## src/rtl/serial_pkg.sv

```systemverilog
// Shared types and constants for the bit-serial word transmitter.
package serial_pkg;
  localparam int SER_WORD_W    = 8;
  localparam int SER_BIT_CNT_W = 3;

  typedef enum logic {IDLE, SEND} tx_state_t;
endpackage

```

## src/rtl/sync_fifo.sv

```systemverilog
// Small synchronous FIFO, synchronous active-high reset, registered flags.
// Head word is read straight from the storage flops at rd_ptr.
module sync_fifo #(
  parameter int DATA_W = 8,
  parameter int DEPTH  = 4,
  parameter int CNT_W  = $clog2(DEPTH) + 1
) (
  input  logic              clk,
  input  logic              rst,
  input  logic              push,
  input  logic              pop,
  input  logic [DATA_W-1:0] wr_data,
  output logic [DATA_W-1:0] rd_data,
  output logic              full,
  output logic              empty,
  output logic [CNT_W-1:0]  count
);
  localparam int PTR_W = $clog2(DEPTH);

  logic [DATA_W-1:0] mem [DEPTH];
  logic [PTR_W-1:0]  wr_ptr, rd_ptr;
  logic              do_push, do_pop;
  logic [CNT_W-1:0]  count_nxt;

  // Full/empty judged on pre-edge state: no write-through-pop when full.
  assign do_push   = push && !full;
  assign do_pop    = pop && !empty;
  assign count_nxt = count + CNT_W'(do_push) - CNT_W'(do_pop);
  assign rd_data   = mem[rd_ptr];

  always_ff @(posedge clk) begin
    if (rst) begin
      wr_ptr <= '0;
      rd_ptr <= '0;
      count  <= '0;
      full   <= 1'b0;
      empty  <= 1'b1;
    end else begin
      if (do_push) wr_ptr <= wr_ptr + 1'b1;
      if (do_pop)  rd_ptr <= rd_ptr + 1'b1;
      count <= count_nxt;
      full  <= (count_nxt == CNT_W'(DEPTH));
      empty <= (count_nxt == '0);
    end
  end

  always_ff @(posedge clk) begin
    if (do_push) mem[wr_ptr] <= wr_data;
  end
endmodule

```

## src/rtl/serial_word_tx.sv

```systemverilog
// Bit-serial REQ/ACK/DATA responder: queues words, sends each LSB-first
// with ACK on bit 0. Optional counters under SERIAL_WORD_TX_STATS_EN.
module serial_word_tx
  import serial_pkg::*;
#(
  parameter int DATA_W = SER_WORD_W,
  parameter int DEPTH  = 4,
  parameter int CNT_W  = $clog2(DEPTH) + 1
) (
  input  logic              CLK,
  input  logic              RST,
  input  logic              WR_EN,
  input  logic [DATA_W-1:0] WR_DATA,
  output logic              FULL,
  output logic              EMPTY,
  output logic [CNT_W-1:0]  COUNT,
  output logic              OVF,
  input  logic              OUT_REQ,
  output logic              OUT_ACK,
`ifdef SERIAL_WORD_TX_STATS_EN
  output logic              OUT_DATA,
  output logic [15:0]       SENT_CNT,
  output logic [7:0]        DROP_CNT
`else
  output logic              OUT_DATA
`endif
);
  localparam logic [SER_BIT_CNT_W-1:0] LAST_BIT = SER_BIT_CNT_W'(DATA_W - 1);

  tx_state_t                state, state_nxt;
  logic [SER_BIT_CNT_W-1:0] bit_cnt, cnt_nxt;
  logic [DATA_W-1:0]        shreg, sh_nxt, head;
  logic                     ack_nxt, data_nxt, pop;

  sync_fifo #(.DATA_W(DATA_W), .DEPTH(DEPTH), .CNT_W(CNT_W)) u_fifo (
    .clk     (CLK),
    .rst     (RST),
    .push    (WR_EN),
    .pop     (pop),
    .wr_data (WR_DATA),
    .rd_data (head),
    .full    (FULL),
    .empty   (EMPTY),
    .count   (COUNT)
  );

  // OUT_DATA is registered from the shift register's LSB, so the word
  // is shifted right as each bit is launched.
  always_comb begin
    state_nxt = state;
    cnt_nxt   = bit_cnt;
    sh_nxt    = shreg;
    ack_nxt   = 1'b0;
    data_nxt  = 1'b0;
    pop       = 1'b0;
    case (state)
      IDLE: if (OUT_REQ && !EMPTY) begin
        pop       = 1'b1;
        state_nxt = SEND;
        cnt_nxt   = '0;
        sh_nxt    = head >> 1;
        ack_nxt   = 1'b1;
        data_nxt  = head[0];
      end
      SEND: if (bit_cnt == LAST_BIT) begin
        state_nxt = IDLE;
      end else begin
        cnt_nxt  = bit_cnt + 1'b1;
        data_nxt = shreg[0];
        sh_nxt   = shreg >> 1;
      end
      default: state_nxt = IDLE;
    endcase
  end

  always_ff @(posedge CLK) begin
    if (RST) begin
      state    <= IDLE;
      bit_cnt  <= '0;
      shreg    <= '0;
      OUT_ACK  <= 1'b0;
      OUT_DATA <= 1'b0;
      OVF      <= 1'b0;
    end else begin
      state    <= state_nxt;
      bit_cnt  <= cnt_nxt;
      shreg    <= sh_nxt;
      OUT_ACK  <= ack_nxt;
      OUT_DATA <= data_nxt;
      OVF      <= OVF | (WR_EN & FULL);
    end
  end

`ifdef SERIAL_WORD_TX_STATS_EN
  always_ff @(posedge CLK) begin
    if (RST) begin
      SENT_CNT <= '0;
      DROP_CNT <= '0;
    end else begin
      if (OUT_ACK) SENT_CNT <= SENT_CNT + 16'd1;
      if (WR_EN && FULL && DROP_CNT != 8'hFF) DROP_CNT <= DROP_CNT + 8'd1;
    end
  end
`endif
endmodule

```

## config.mk

```make
export PLATFORM = sky130hd
export DESIGN_NAME = serial_word_tx
export DESIGN_NICKNAME = d
export VERILOG_FILES = /design/src/rtl/serial_pkg.sv /design/src/rtl/sync_fifo.sv /design/src/rtl/serial_word_tx.sv
export SDC_FILE = /design/constraint.sdc
export NUM_CORES = 1
export LEC_CHECK = 0
export BUFFER_PORTS_ARGS = -buffer_cell sky130_fd_sc_hd__buf_2
export CORE_MARGIN = 4
export CORE_UTILIZATION = 55
export CTS_CLUSTER_SIZE = 20
export DETAILED_ROUTE_END_ITERATION = 16
export PLACE_DENSITY_LB_ADDON = 0.05
export RECOVER_POWER = 25
export SYNTH_ARGS = -nofsm -noshare
export SYNTH_HDL_FRONTEND = slang
export SYNTH_SLANG_ARGS = --single-unit
```

## constraint.sdc

```tcl
create_clock -name CLK -period 2.4 [get_ports CLK]
set_input_delay 0.48 -clock CLK [delete_from_list [all_inputs] [get_ports CLK]]
set_output_delay 0.48 -clock CLK [all_outputs]
set_load 0.01 [all_outputs]
```

-- After elaboration in Yosys (flattened, before gate mapping)
Memories as Yosys holds them, arrays and structs flattened. A register that Yosys moved wholly into a read port is not among the register bits.
Index checks and enable logic that the tools add are counted.
- bits in read-only memories: 0
- memories: 1
- bits in latches: 0
- memory bits (writable): 32
- input bits: 12
- register bits: 24
- shift-type cells: 0
- bitwise gates (word level): 3
- magnitude comparators: 0
- equality and inequality tests: 4
- div/mod/pow operators: 0
- multipliers: 0
- mux-type cells: 17
- reductions and logical operators: 7
- add/subtract/negate cells: 5
- memories (name ; words ; bits a word ; rd ports ; clocked after Yosys merged registers in ; wr ports ; line ; RTL):
    u_fifo.mem ; 4 ; 8 ; 1 ; 1 ; 1 ; sync_fifo.sv:20 ; logic [DATA_W-1:0] mem [DEPTH];
- operator list (operator ; number):
    $mux 8 ; 2
    $pmux 8 s2 ; 1
    $mux 1 ; 7
    $eq 3x3->1 const B ; 2
    $mux 3 ; 2
    $pmux 3 s2 ; 1
    $add 2x1->2 const B ; 2
    $mux 2 ; 2
    $ne 2x2->1 const B ; 2
    $pmux 1 s2 ; 2
    $add 3x1->3 ; 1
    $add 3x1->3 const B ; 1
    $logic_and 1x1->1 ; 3
    $logic_not 3->1 ; 1
    $sub 3x1->3 ; 1
    $logic_not 1->1 ; 2
    $reduce_and 2->1 ; 1
    $and 1x1->1 ; 1
    $not 1->1 ; 1
    $or 1x1->1 ; 1

-- Longest topological paths before layout
- word-level depth: 7
- mapped depth: 9
- mapped depth without buffers: 9

-- Hierarchy
Synthesis repeated with hierarchy kept, for this count alone.
- cells, all modules: 153
- area, all modules: 2277.2 um2
- by module, submodules not included (module ; area each (um2) ; sequential area each (um2) ; cells an instance ; instances):
    sync_fifo ; 1655.3 ; 1181.1 ; 91 ; 1
    serial_word_tx ; 621.8 ; 280.3 ; 62 ; 1

-- Worst setup path after synthesis
No wires, ideal clock.
- path type: input -> register
- start: input port OUT_REQ
- end: register u_fifo.full
- path buffers: 0
- arrival: 2.068 ns
- setup slack: 0.254 ns
- library setup time: 0.078 ns
- cell stages on the path: 9
- cell sequence: or3b_4 > inv_2 > ha_1 > inv_1 > ha_1 > fa_1 > xnor3_1 > nand2_1 > nor3_1
- longest elaborated chain between the ends: 6
- RTL lines (what ; line ; RTL):
    start: declaration ; serial_word_tx.sv:18 ; input logic OUT_REQ,
    $logic_and 1x1->1 ; serial_word_tx.sv:57 ; IDLE: if (OUT_REQ && !EMPTY) begin
    $mux 1 ; serial_word_tx.sv:57 ;
    $mux 1 ; serial_word_tx.sv:56 ; case (state)
    $logic_and 1x1->1 ; sync_fifo.sv:27 ; assign do_pop = pop && !empty;
    via u_fifo.do_pop ; sync_fifo.sv:22 ; logic do_push, do_pop;
    $sub 3x1->3 ; sync_fifo.sv:28 ; assign count_nxt = count + CNT_W'(do_push) - CNT_W'(do_pop);
    $eq 3x3->1 ; sync_fifo.sv:42 ; full <= (count_nxt == CNT_W'(DEPTH));
    end signal: assignment ; sync_fifo.sv:42 ;
    end: declaration ; sync_fifo.sv:14 ; output logic full,
The timed path passes the listed nets, and every way through them passes these cells.
A chain may end at the register's enable or synchronous reset.

-- Worst setup path in the final report
- start: register state
- end: register u_fifo.full
- longest elaborated chain between the ends: 4
- RTL lines (what ; line ; RTL):
    start: declaration ; serial_word_tx.sv:30 ; tx_state_t state, state_nxt;
    start signal: assignment ; serial_word_tx.sv:85 ; state <= state_nxt;
    $mux 1 ; serial_word_tx.sv:56 ;
    $logic_and 1x1->1 ; sync_fifo.sv:27 ;
    via u_fifo.do_pop ; sync_fifo.sv:22 ;
    $sub 3x1->3 ; sync_fifo.sv:28 ;
    $eq 3x3->1 ; sync_fifo.sv:42 ;
The timed path passes the listed nets, and every way through them passes these cells.

==> out/qor.yml <==
status: "completed"
synth_flop_cell: "edfxtp_1"
finalNetCount: 207
ys_seq_area_share_pct: 65.5
worstSetupStartpointType: "flop"
ant_nets: 0
post-route-period-util_pct: 89.5
antenna_found_initial: 0
r2r-end: "u_fifo.full"
synth_fp_nets: 180
diodes: 0
htree_levels: 3
worstPathArrival_ns: 2.39
required_ns: 2.64
min_path_cells: 1
cts_tree: "yes"
root_buffer: "clkbuf_8"
fmax_mhz: 466
holdPathEnd: "u_fifo.mem[1][3]"
core_um2: 3800
drtIter0Drc: 105
grt_pass1_vias: 1441
numClockSinks: 57
r2r-start: "state"
synth.most_common_cell: "edfxtp_1"
period_minus_slack_ns: 2.15
gp_congestion: 0.872
grt-ovfl-total: 0
synth_common_cells: "edfxtp_1, dfxtp_1, a21oi_1, ha_1, inv_1"
rsz0062_at_grt: "false"
synth_edf_count: 32
end_kind: "flop"
initial_utilization_pct: 58.8
slew_viol_final: 0
path_max_fanout: 11
synth.top_cell.area_share_pct: 43.0
clkTransAtPathRegs_ns: 0.06
cts_max_path_buffers: 2
worstHoldStart: "WR_DATA[3]"
grt_max_degree: 16
vias_per_cell: 5.57
finalHoldViolCount: 0
p_per_area_nw_per_um2: 1030
totalWireLength_um: 4040
numCtsBuffers: 9
place_inst: 223
ys_warn_count: 0
final.setup.tns_ns: 0
numPortBuffers: 19
wl_per_cell_um: 16.9
die_area_um2: 5140
vias: 1331
ir_drop_v: 0.000567
areaGrowthSynthToFinish_pct: 13.1
crit_start: "state"
maxSlewHeadroom_pct: 49.7
reg2reg_depth: 9
synth_seq_cells: 57
fp.dieH_um: 71.7
maxCapViolations: 0
leakage_nw: 0.973
hold_path_class: "in2reg"
rows: 22
detailed_place_hpwl_um: 2850
synth_top_area_cell: "edfxtp_1"
crit_type: "reg2reg"
syn_inst: 159
tightest_slew_ns: 0.753
ctsHoldBuffers: 0
synth_cell_types: 30
firstDrtPassIters: 4
synthTopCellsByArea: "edfxtp_1, dfxtp_1, ha_1"
clk_latency_ns: 0.32
grt_pass1_wl_um: 6800
async_flop_share_pct: 0
postPlaceCellArea_um2: 2380
final_area_um2: 2520
skew_ns: 0.00556
die_w_um: 71.7
hold_ws_ns: 0.387
drc: 0
drive_above_1_share_pct: 19.4
setup_viol: 0
finalNonFillerCells: 239
track_usage_pct: 17.8
syn_avg_cell_area_um2: 14.0
regToRegSetupSlack_ns: 0.25
io_pins: 20
syn_area_um2: 2230
==> critical path: stages (launching register included) <==
cell and delay, ns:
dfxtp_2 0.37, or3b_4 0.41, inv_2 0.06, ha_1 0.12
inv_1 0.04, ha_1 0.20, fa_1 0.37, xnor3_1 0.25
nand2_1 0.09, nor3_1 0.15
==> stage by stage <==
stage	utilization, %	power, W	setup WS, ns
3_3_place_gp	62.6	0.00186	0.227
5_1_grt	66.4	0.00276	0.0711
2_1_floorplan	-	0.00173	0.254
6_report	66.4	0.00259	0.253
4_1_cts	66.6	0.00261	0.172
3_5_place_dp	62.6	0.00192	0.0869
==> how the worst max path moves through the flow <==
| stage | depth (start not counted) | to |
|---|---|---|
| after floorplan | 9 | u_fifo.full |
| after global placement | 10 | u_fifo.full |
| after detailed placement | 10 | u_fifo.full |
| after CTS | 9 | u_fifo.full |
| after global routing | 9 | u_fifo.full |
| final | 9 | u_fifo.full |
==> per-layer routing <==
metal,GRT usage [%],wire (µm),vias up
met5,0,0,-
met4,9.39,54,0
met3,5.61,215,6
met2,28.8,2100,38
met1,21.3,1680,642
li1,-,-,645
==> cells by family after synthesis <==
logic type	synth area share [%]
flops	65.5
compound gates	9.08
simple gates	7.01
buf+inv	3.14
mux	8.52
fa+ha+maj	5.38
xor+xnor	1.40
==> sequential cells by signal (all words and copies together) (netlist names), named ones only <==
signal         count
OVF                1
OUT_ACK            1
u_fifo.mem        32
bit_cnt            3
u_fifo.full        1
u_fifo.empty       1
state              1
u_fifo.rd_ptr      2
u_fifo.wr_ptr      2
u_fifo.count       3
shreg              7
OUT_DATA           1
==> what timing repair did <==
| item | CTS | global route |
|---|---|---|
| setup endpoints to repair | 0 | 1 |
| setup buffers | 0 | 0 |
| gates resized for setup | 0 | 1 |
==> final cells by class <==
type                       count  area, µm²
clock inverter                 6       25.0
multi-input combinational     86        701
clock buffer                  10        128
fill                         292       1270
tap                           48       60.1
sequential                    57       1460
inverter                      10       37.5
timing repair buffer          22        110
==> power breakdown <==
part | internal (W) | leakage (nW) | switching, W
logic | 0.000262 | 0.394 | 0.000326
registers | 0.00121 | 0.499 | 0.0000974
clock network | 0.000356 | 0.0800 | 0.000338
total | 0.00183 | 0.973 | 0.000761
==> cell usage in the layout, fill, tap and decap left out, drive strengths merged, types with 2 or more instances in the layout <==
master and n:
nand2 7, buf 16, dfxtp 25, nor2b 5
a222oi 6, edfxtp 32, clkbuf 16, nor2 5
o31ai 7, mux2 12, ha 8, nand2b 2
inv 9, mux4 2, and2 4, a21oi 15
clkinv 7, nand3 4
(Power assumes the default switching activity.)
